<file path="config.mk">
export PLATFORM = sky130hd
export DESIGN_NAME = sd_spi_shifter_flat
export DESIGN_NICKNAME = d
export VERILOG_FILES = /design/src/rtl/sd_spi_shifter_if.sv /design/src/rtl/sd_spi_shifter.sv /design/src/flat_wrapper.sv
export SDC_FILE = /design/constraint.sdc
export NUM_CORES = 1
export LEC_CHECK = 0
export ABC_CLOCK_PERIOD_IN_PS = 2700
export CAP_MARGIN = 30
export CELL_PAD_IN_SITES_DETAIL_PLACEMENT = 0
export CELL_PAD_IN_SITES_GLOBAL_PLACEMENT = 1
export CORE_ASPECT_RATIO = 0.7
export CORE_UTILIZATION = 39
export DETAILED_ROUTE_END_ITERATION = 8
export GPL_ROUTABILITY_DRIVEN = 0
export GPL_TIMING_DRIVEN = 0
export PLACE_DENSITY_LB_ADDON = 0.1
export SLEW_MARGIN = 20
export SYNTH_ARGS = -nofsm -noshare
export SYNTH_HDL_FRONTEND = slang
export SYNTH_SLANG_ARGS = --single-unit
</file>
<file path="constraint.sdc">
create_clock -name clk -period 2.7 [get_ports clk]
set_input_delay 0.54 -clock clk [delete_from_list [all_inputs] [get_ports clk]]
set_output_delay 0.54 -clock clk [all_outputs]
set_load 0.01 [all_outputs]
</file>
<file path="src/rtl/sd_spi_shifter_if.sv">
// rtl/sd_spi_shifter_if.sv - strobe, data and handshake bundle for the SD SPI byte shifter
//
// Purpose: groups the sclk edge strobes, serial lines and the byte-level
// request/completion handshake of sd_spi_shifter into one connection.
// Signals:
//   sclk_rise, sclk_fall  one-clk sclk edge strobes from the edge detector
//   miso                  card data out, already synchronized to clk
//   start, poll, tx_byte  transfer request, poll-mode select, byte to send
//   mosi                  card data in, MSB first
//   busy, done            transfer in progress / one-clk completion pulse
//   rx_byte, timeout      last received byte / poll exhausted flag
// Modports: master drives requests and strobes, slave is the shifter.
interface sd_spi_shifter_if;
   logic       sclk_rise;
   logic       sclk_fall;
   logic       miso;
   logic       start;
   logic       poll;
   logic [7:0] tx_byte;
   logic       mosi;
   logic       busy;
   logic       done;
   logic [7:0] rx_byte;
   logic       timeout;

   modport master (
      output sclk_rise, sclk_fall, miso, start, poll, tx_byte,
      input  mosi, busy, done, rx_byte, timeout
   );

   modport slave (
      input  sclk_rise, sclk_fall, miso, start, poll, tx_byte,
      output mosi, busy, done, rx_byte, timeout
   );
endinterface

</file>
<file path="src/rtl/sd_spi_shifter.sv">
// rtl/sd_spi_shifter.sv - SPI mode 0 byte transceiver with 0xFF poll mode for SD cards
//
// Purpose: shifts one byte out on mosi and in from miso per request, driven by
// sclk edge strobes in the clk domain. In poll mode it keeps clocking 0xFF
// until the card returns a non-0xFF byte or MAX_POLL bytes have been clocked.
// Ports:
//   clk   system clock, all logic on its rising edge
//   rst   synchronous active-high reset
//   bus   sd_spi_shifter_if.slave (strobes, miso/mosi, start/poll/tx_byte,
//         busy/done/rx_byte/timeout)
module sd_spi_shifter #(
   parameter int MAX_POLL = 8
) (
   input  logic                 clk,
   input  logic                 rst,
   sd_spi_shifter_if.slave      bus
);

   localparam int PW = $clog2(MAX_POLL) + 1;
   localparam logic [PW-1:0] POLL_LAST = PW'(MAX_POLL - 1);

   typedef enum logic [1:0] {
      S_IDLE,
      S_SHIFT,
      S_CHECK,
      S_DONE
   } state_t;

   state_t        state_q, state_d;
   logic [7:0]    tx_sr_q, tx_sr_d;
   logic [7:0]    rx_sr_q, rx_sr_d;
   logic [3:0]    bit_cnt_q, bit_cnt_d;
   logic [PW-1:0] poll_cnt_q, poll_cnt_d;
   logic          poll_mode_q, poll_mode_d;
   logic [7:0]    rx_byte_q, rx_byte_d;
   logic          timeout_q, timeout_d;

   always_ff @(posedge clk) begin
      if (rst) begin
         state_q     <= S_IDLE;
         tx_sr_q     <= 8'h00;
         rx_sr_q     <= 8'h00;
         bit_cnt_q   <= 4'd0;
         poll_cnt_q  <= '0;
         poll_mode_q <= 1'b0;
         rx_byte_q   <= 8'h00;
         timeout_q   <= 1'b0;
      end else begin
         state_q     <= state_d;
         tx_sr_q     <= tx_sr_d;
         rx_sr_q     <= rx_sr_d;
         bit_cnt_q   <= bit_cnt_d;
         poll_cnt_q  <= poll_cnt_d;
         poll_mode_q <= poll_mode_d;
         rx_byte_q   <= rx_byte_d;
         timeout_q   <= timeout_d;
      end
   end

   always_comb begin
      state_d     = state_q;
      tx_sr_d     = tx_sr_q;
      rx_sr_d     = rx_sr_q;
      bit_cnt_d   = bit_cnt_q;
      poll_cnt_d  = poll_cnt_q;
      poll_mode_d = poll_mode_q;
      rx_byte_d   = rx_byte_q;
      timeout_d   = timeout_q;

      case (state_q)
         S_IDLE: begin
            if (bus.start) begin
               tx_sr_d     = bus.poll ? 8'hFF : bus.tx_byte;
               poll_mode_d = bus.poll;
               bit_cnt_d   = 4'd0;
               poll_cnt_d  = '0;
               state_d     = S_SHIFT;
            end
         end

         S_SHIFT: begin
            // Rise wins over a coincident fall: the sample is taken and the
            // fall is dropped, so mosi only moves on a clean fall.
            if (bus.sclk_rise) begin
               rx_sr_d   = {rx_sr_q[6:0], bus.miso};
               bit_cnt_d = bit_cnt_q + 4'd1;
               if (bit_cnt_q == 4'd7) begin
                  state_d = S_CHECK;
               end
            end else if (bus.sclk_fall) begin
               // A fall before the first rise keeps the MSB on the line.
               if (bit_cnt_q != 4'd0 && bit_cnt_q <= 4'd7) begin
                  tx_sr_d = {tx_sr_q[6:0], 1'b0};
               end
            end
         end

         S_CHECK: begin
            if (poll_mode_q && rx_sr_q == 8'hFF && poll_cnt_q < POLL_LAST) begin
               poll_cnt_d = poll_cnt_q + 1'b1;
               tx_sr_d    = 8'hFF;
               bit_cnt_d  = 4'd0;
               state_d    = S_SHIFT;
            end else begin
               rx_byte_d = rx_sr_q;
               timeout_d = poll_mode_q && (rx_sr_q == 8'hFF);
               state_d   = S_DONE;
            end
         end

         S_DONE: begin
            state_d = S_IDLE;
         end

         default: begin
            state_d = S_IDLE;
         end
      endcase
   end

   // Idle line is high; once busy the line follows the shift register MSB.
   assign bus.mosi    = (state_q == S_IDLE) ? 1'b1 : tx_sr_q[7];
   assign bus.busy    = (state_q != S_IDLE);
   assign bus.done    = (state_q == S_DONE);
   assign bus.rx_byte = rx_byte_q;
   assign bus.timeout = timeout_q;

endmodule

</file>
<file path="src/flat_wrapper.sv">
// flat-port wrapper written by rule: the top's interface ports become plain ports
module sd_spi_shifter_flat 
#(
   parameter int MAX_POLL = 8
)
  (clk, rst, bus_sclk_rise, bus_sclk_fall, bus_miso, bus_start, bus_poll, bus_tx_byte, bus_mosi, bus_busy, bus_done, bus_rx_byte, bus_timeout);
  sd_spi_shifter_if bus_i ();
  input  logic clk;
  input  logic rst;
  input wire logic [$bits(bus_i.sclk_rise)-1:0] bus_sclk_rise;
  input wire logic [$bits(bus_i.sclk_fall)-1:0] bus_sclk_fall;
  input wire logic [$bits(bus_i.miso)-1:0] bus_miso;
  input wire logic [$bits(bus_i.start)-1:0] bus_start;
  input wire logic [$bits(bus_i.poll)-1:0] bus_poll;
  input wire logic [$bits(bus_i.tx_byte)-1:0] bus_tx_byte;
  output wire logic [$bits(bus_i.mosi)-1:0] bus_mosi;
  output wire logic [$bits(bus_i.busy)-1:0] bus_busy;
  output wire logic [$bits(bus_i.done)-1:0] bus_done;
  output wire logic [$bits(bus_i.rx_byte)-1:0] bus_rx_byte;
  output wire logic [$bits(bus_i.timeout)-1:0] bus_timeout;
  assign bus_i.sclk_rise = bus_sclk_rise;
  assign bus_i.sclk_fall = bus_sclk_fall;
  assign bus_i.miso = bus_miso;
  assign bus_i.start = bus_start;
  assign bus_i.poll = bus_poll;
  assign bus_i.tx_byte = bus_tx_byte;
  assign bus_mosi = bus_i.mosi;
  assign bus_busy = bus_i.busy;
  assign bus_done = bus_i.done;
  assign bus_rx_byte = bus_i.rx_byte;
  assign bus_timeout = bus_i.timeout;
  sd_spi_shifter #(.MAX_POLL(MAX_POLL)) u_core (.clk(clk), .rst(rst), .bus(bus_i));
endmodule
</file>
== Word level (Yosys, flattened, before mapping) ==
Cells that the tools add are included.
Word-level totals
  register bits: 36
  input bits: 15
  output and inout bits: 12
  logic and storage cells: 59
Operators by class
  add/sub/neg operators: 2
  magnitude comparators: 2
  equal/unequal tests: 12
  muxes and demuxes: 19
  bitwise gates (word level): 1
  reductions and logical operators: 15
Operators with widths (count)
  2-to-1 mux 8 bit: 6
  case mux 8 bit (3 select lines): 1
  2-to-1 mux 4 bit: 4
  case mux 4 bit (3 select lines): 1
  adder 4 x 1 -> 4 bit (second input constant): 2
  equality test 8 bit (second input constant): 1
  2-to-1 mux 2 bit: 4
  inequality test 2 bit (second input constant): 4
  case mux 2 bit (4 select lines): 1
  case mux 4 bit (2 select lines): 1
  inequality test 2 x 1 -> 1 bit (second input constant): 3
  AND reduction 2 bit: 3
  AND reduction 3 bit: 2
  AND reduction 6 bit: 1
  equality test 2 bit (second input constant): 2
  equality test 4 x 3 -> 1 bit (second input constant): 1
  <= comparator 4 x 3 -> 1 bit (second input constant): 1
  < comparator 4 x 3 -> 1 bit (second input constant): 1
  AND reduction 4 bit: 1
  nonzero test 2 bit: 2
  nonzero test 4 bit: 1
  logical AND 1 bit: 3
  nonzero test 3 bit: 1
  equality test 2 x 1 -> 1 bit (second input constant): 1
  3 further kinds: 3

== Depth between registers and ports, before layout ==
  depth in word-level cells: 6
  mapped depth: 9
  depth with buffers taken out: 6

== Worst setup path before layout ==
No wires, ideal clock.
  kind: register to register
  start point: reg u_core.state_q[1]
  end point: reg u_core.tx_sr_q[0]
  setup time: 0.132 ns
  arrival time: 1.757 ns
  required time: 2.568 ns
  setup slack: 0.810 ns
  stages on the path, launching flop included: 10
  buffers on the path: 3
  period minus slack after synthesis: 1.890 ns
  cell sequence: dfxtp_1 inv_1 ha_1 buf_2 and2_1 buf_6 or3_1 clkbuf_2 o31ai_1 a21oi_1
On the way
  word-level cells in the longest chain between the ends: 3
  elaborated cells between the ends (all ways): 11
  classes of those cells: 7 x eq/ne; 1 x mux; 3 x reduce/logical
Ends and longest elaborated chain
  start: declaration: line sd_spi_shifter.sv:29  | state_t state_q, state_d;
  start signal: assignment: line sd_spi_shifter.sv:49  | state_q <= state_d;
  equality test 2 bit, or another cell as far along: line sd_spi_shifter.sv:70  | case (state_q)
  inequality test 2 x 1 -> 1 bit (no source line), or another cell as far along
  AND reduction 6 bit (no source line)
  end signal: assignment: line sd_spi_shifter.sv:50  | tx_sr_q <= tx_sr_d;
  end: declaration: line sd_spi_shifter.sv:30  | logic [7:0] tx_sr_q, tx_sr_d;
Several ways; a longest one is shown, not always the timed one.
A chain may end at the register's enable or synchronous reset.

== Worst setup path in the final report ==
  start point: reg u_core.state_q[0]
  end point: out bus_mosi
On the way
  word-level cells in the longest chain between the ends: 2
Ends and longest elaborated chain
  logical NOT 2 bit: line sd_spi_shifter.sv:122  | assign bus.mosi = (state_q == S_IDLE) ? 1'b1 : tx_sr_q[7];
  2-to-1 mux 1 bit: line sd_spi_shifter.sv:122
  end: declaration: line flat_wrapper.sv:16  | output wire logic [$bits(bus_i.mosi)-1:0] bus_mosi;
Every way passes these cells.

==> flow_summary.json <==
{
  "grt_pass1_vias": 1505,
  "synth_ff_type": "dfxtp_1",
  "viasPerCell": 5.29,
  "final_nets": 281,
  "ys_seq_area_frac": 0.405,
  "hp-class": "flop to flop",
  "start_kind": "flop",
  "hold_start": "u_core.bus.rx_byte[0]",
  "place_inst": 307,
  "arrival_ns": 1.84,
  "rsz0062_at_grt": "false",
  "leakagePower_nw": 0.770,
  "crit_chain": "inv_1 -> ha_1 -> or2_2 -> clkdlybuf4s50_1",
  "vias": 1667,
  "crit_slowest_cell": "clkdlybuf4s50_1",
  "syn_area_per_cell_um2": 7.80,
  "cts-hold-fix-buffers": 0,
  "slowest_delay_ns": 0.48,
  "yosys.area.top_type": "dfxtp_1",
  "cp_num_buf_inv": 2,
  "grt_first_pass_wirelength_um": 7480,
  "finalInstanceArea_mm2": 0.00217,
  "root_buffer": "clkbuf_8",
  "reg2reg_depth": 7,
  "fmax_mhz": 421,
  "seq_power_share": 0.328,
  "drive_gt1_frac": 0.0654,
  "netlist_top_cells_area": "dfxtp_1 41%, a21oi_1 12%, nand2_1 9.1%",
  "worstMarginPinSlew_ns": 0.682,
  "setup_viol": 0,
  "hold_depth": 2,
  "synthMostInstantiatedCell": "nand2_1",
  "r2r_end": "u_core.bit_cnt_q[2]",
  "die_w_um": 82.7,
  "grt_antenna_before_repair": 0,
  "hpwl_um": 3140,
  "antennaDiodeCount": 0,
  "dpl-instance-area_mm2": 0.00209,
  "whs_ns": 0.457,
  "crit_type": "flop to primary output",
  "cts-resized-gates": 0,
  "io_buffers": 24,
  "synth_commonest_cells": "43 x nand2_1, 41 x a21oi_1, 36 x dfxtp_1",
  "grt_max_degree": 13,
  "r2r-start": "u_core.state_q[0]",
  "crit_path_max_fanout": 6,
  "maxSlewViolCount": 0,
  "ir_worst_vdd_v": 0.000508,
  "clkSinkCount": 36,
  "wl_um": 4480,
  "fin_crit_sh": 0.880,
  "outcome": "finished clean",
  "place_ws_ns": 0.393,
  "p_sw_uw": 830,
  "hold_violations": 0,
  "synth.top_cell.area_share": 0.405,
  "first_iter_violations": 113,
  "final.setup.tns_ns": 0,
  "slew_headroom": 0.542,
  "synth_seq_cells": 36,
  "worstPathRequired_ns": 2.16,
  "whs_endpoint": "u_core.bus.rx_byte[0]",
  "cts.path.max_buffers": 2,
  "coreArea_mm2": 0.00435,
  "yosysWarnings": 0,
  "cts_setup_buffers": 0,
  "finalCriticalPeriod_ns": 2.38,
  "wl_per_cell_um": 14.2,
  "cts_buffers": 5,
  "cpLargestDelayFamily": "buffers and inverters",
  "path_clk_slew_ns": 0.08,
  "synth_edf_count": 0,
  "grt_overflow": 0,
  "row_count": 20,
  "powerDensity_mw_per_mm2": 895,
  "globalRouteTotalUtil": 0.208,
  "ys_types": 34,
  "p_int_mw": 1.12,
  "power_frac_comb": 0.476,
  "io_pins": 27,
  "dr.pass1.iters": 4,
  "die_h_um": 58.5,
  "syn-num-nets": 250,
  "fin_worst_skew_ns": 0.00323,
  "reg2reg_slack_ns": 0.52,
  "clk_latency_ns": 0.29,
  "drcViolationCount": 0,
  "setup_slack_ns": 0.324,
  "drtAntennaViolNets": 0,
  "ys_async_sr_fraction": 0,
  "syn-instance-count": 228,
  "area_growth_pct": 22.3,
  "final_cells": 315,
  "synthesis.area_mm2": 0.00178,
  "htree_levels": 2,
  "tritoncts": "done",
  "cp-startpoint": "u_core.state_q[0]",
  "start_util": 0.408,
  "drv_cap": 0,
  "dieArea_mm2": 0.00484,
  "p_sw_frac": 0.426,
  "p_clk_frac": 0.196,
  "worst_setup_path_end_kind": "primary output"
}
## per-layer routing
metal | track usage | part of all wire
met5 | 0 | 0
met4 | 0.0813 | 0
met3 | 0.0465 | 0.047
met2 | 0.286 | 0.42
met1 | 0.310 | 0.53
## sequential cells by signal, indices dropped and copies added, names as in the netlist
register,cells
u_core.tx_sr_q,8
u_core.state_q,2
u_core.poll_mode_q,1
u_core.poll_cnt_q,4
u_core.rx_sr_q,8
u_core.bit_cnt_q,4
u_core.bus.timeout,1
u_core.bus.rx_byte,8
## worst register-to-register path: cells and delay by family (launching register included)
kind                       cells  cell delay, ns
DFF                            1            0.42
and+or+nand+nor                2            0.69
adders and majority gates      1            0.27
AOI/OAI and AO/OA              2            0.40
buffers and inverters          2            0.29
## per-stage QoR
stage | power, mW | utilization
2_1_floorplan | 1.30 | -
3_3_place_gp | 1.58 | 0.479
3_5_place_dp | 1.56 | 0.479
4_1_cts | 1.95 | 0.499
5_1_grt | 2.10 | 0.499
6_report | 1.95 | 0.499
## kinds of logic (layout without fill, tap and decap cells)
family | after synthesis | in the layout | synth area share
flip-flops | 36 | 36 | 0.405
AO/OA/AOI/OAI | 67 | 67 | 0.228
AND/OR/NAND/NOR | 94 | 94 | 0.256
adder cells (fa/ha/maj) | 7 | 7 | 0.0493
buffers and inverters | 24 | 56 | 0.0612
## worst max-delay path by stage
stage               slack, ns  cells after the start             endpoint
floorplan                0.81                      9    u_core.tx_sr_q[0]
global placement         0.35                      6  u_core.bit_cnt_q[2]
detailed placement       0.39                      7    u_core.tx_sr_q[3]
CTS                      0.32                      4             bus_mosi
global route             0.23                      4             bus_mosi
finish                   0.32                      4             bus_mosi
## layout make-up
class | count | area, um2
timing repair buffer | 24 | 240
fill | 450 | 2180
sequential | 36 | 721
clock buffer | 5 | 68.8
buffer | 18 | 86.3
clock inverter | 3 | 18.8
tap | 55 | 68.8
inverter | 6 | 22.5
multi-input combinational | 168 | 948
## power by group through the flow
stage,combinational [mW],sequential (mW),clock (mW)
detailed placement,0.913,0.649,0
finish,0.927,0.638,0.383
global route,1.03,0.649,0.420
CTS,0.918,0.636,0.395
floorplan,0.663,0.638,0
global placement,0.928,0.650,0
## cells in the final DEF (no fill, tap or decap), types with 3 or more instances in the layout
| master | synthesis | routed |
|---|---|---|
| o21ai_0 | 4 | 4 |
| ha_1 | 7 | 7 |
| dfxtp_1 | 36 | 36 |
| clkdlybuf4s50_1 | 0 | 24 |
| nor2b_1 | 5 | 5 |
| inv_1 | 6 | 6 |
| nor3_1 | 12 | 12 |
| nand4_1 | 12 | 12 |
| nor2_1 | 4 | 4 |
| nand3_1 | 6 | 6 |
| a211oi_1 | 3 | 3 |
| nand2_1 | 43 | 43 |
| a21oi_1 | 41 | 41 |
| o31ai_1 | 10 | 10 |
| clkbuf_1 | 10 | 10 |
| clkbuf_8 | 0 | 5 |
Power figures use the tool's default switching activity.
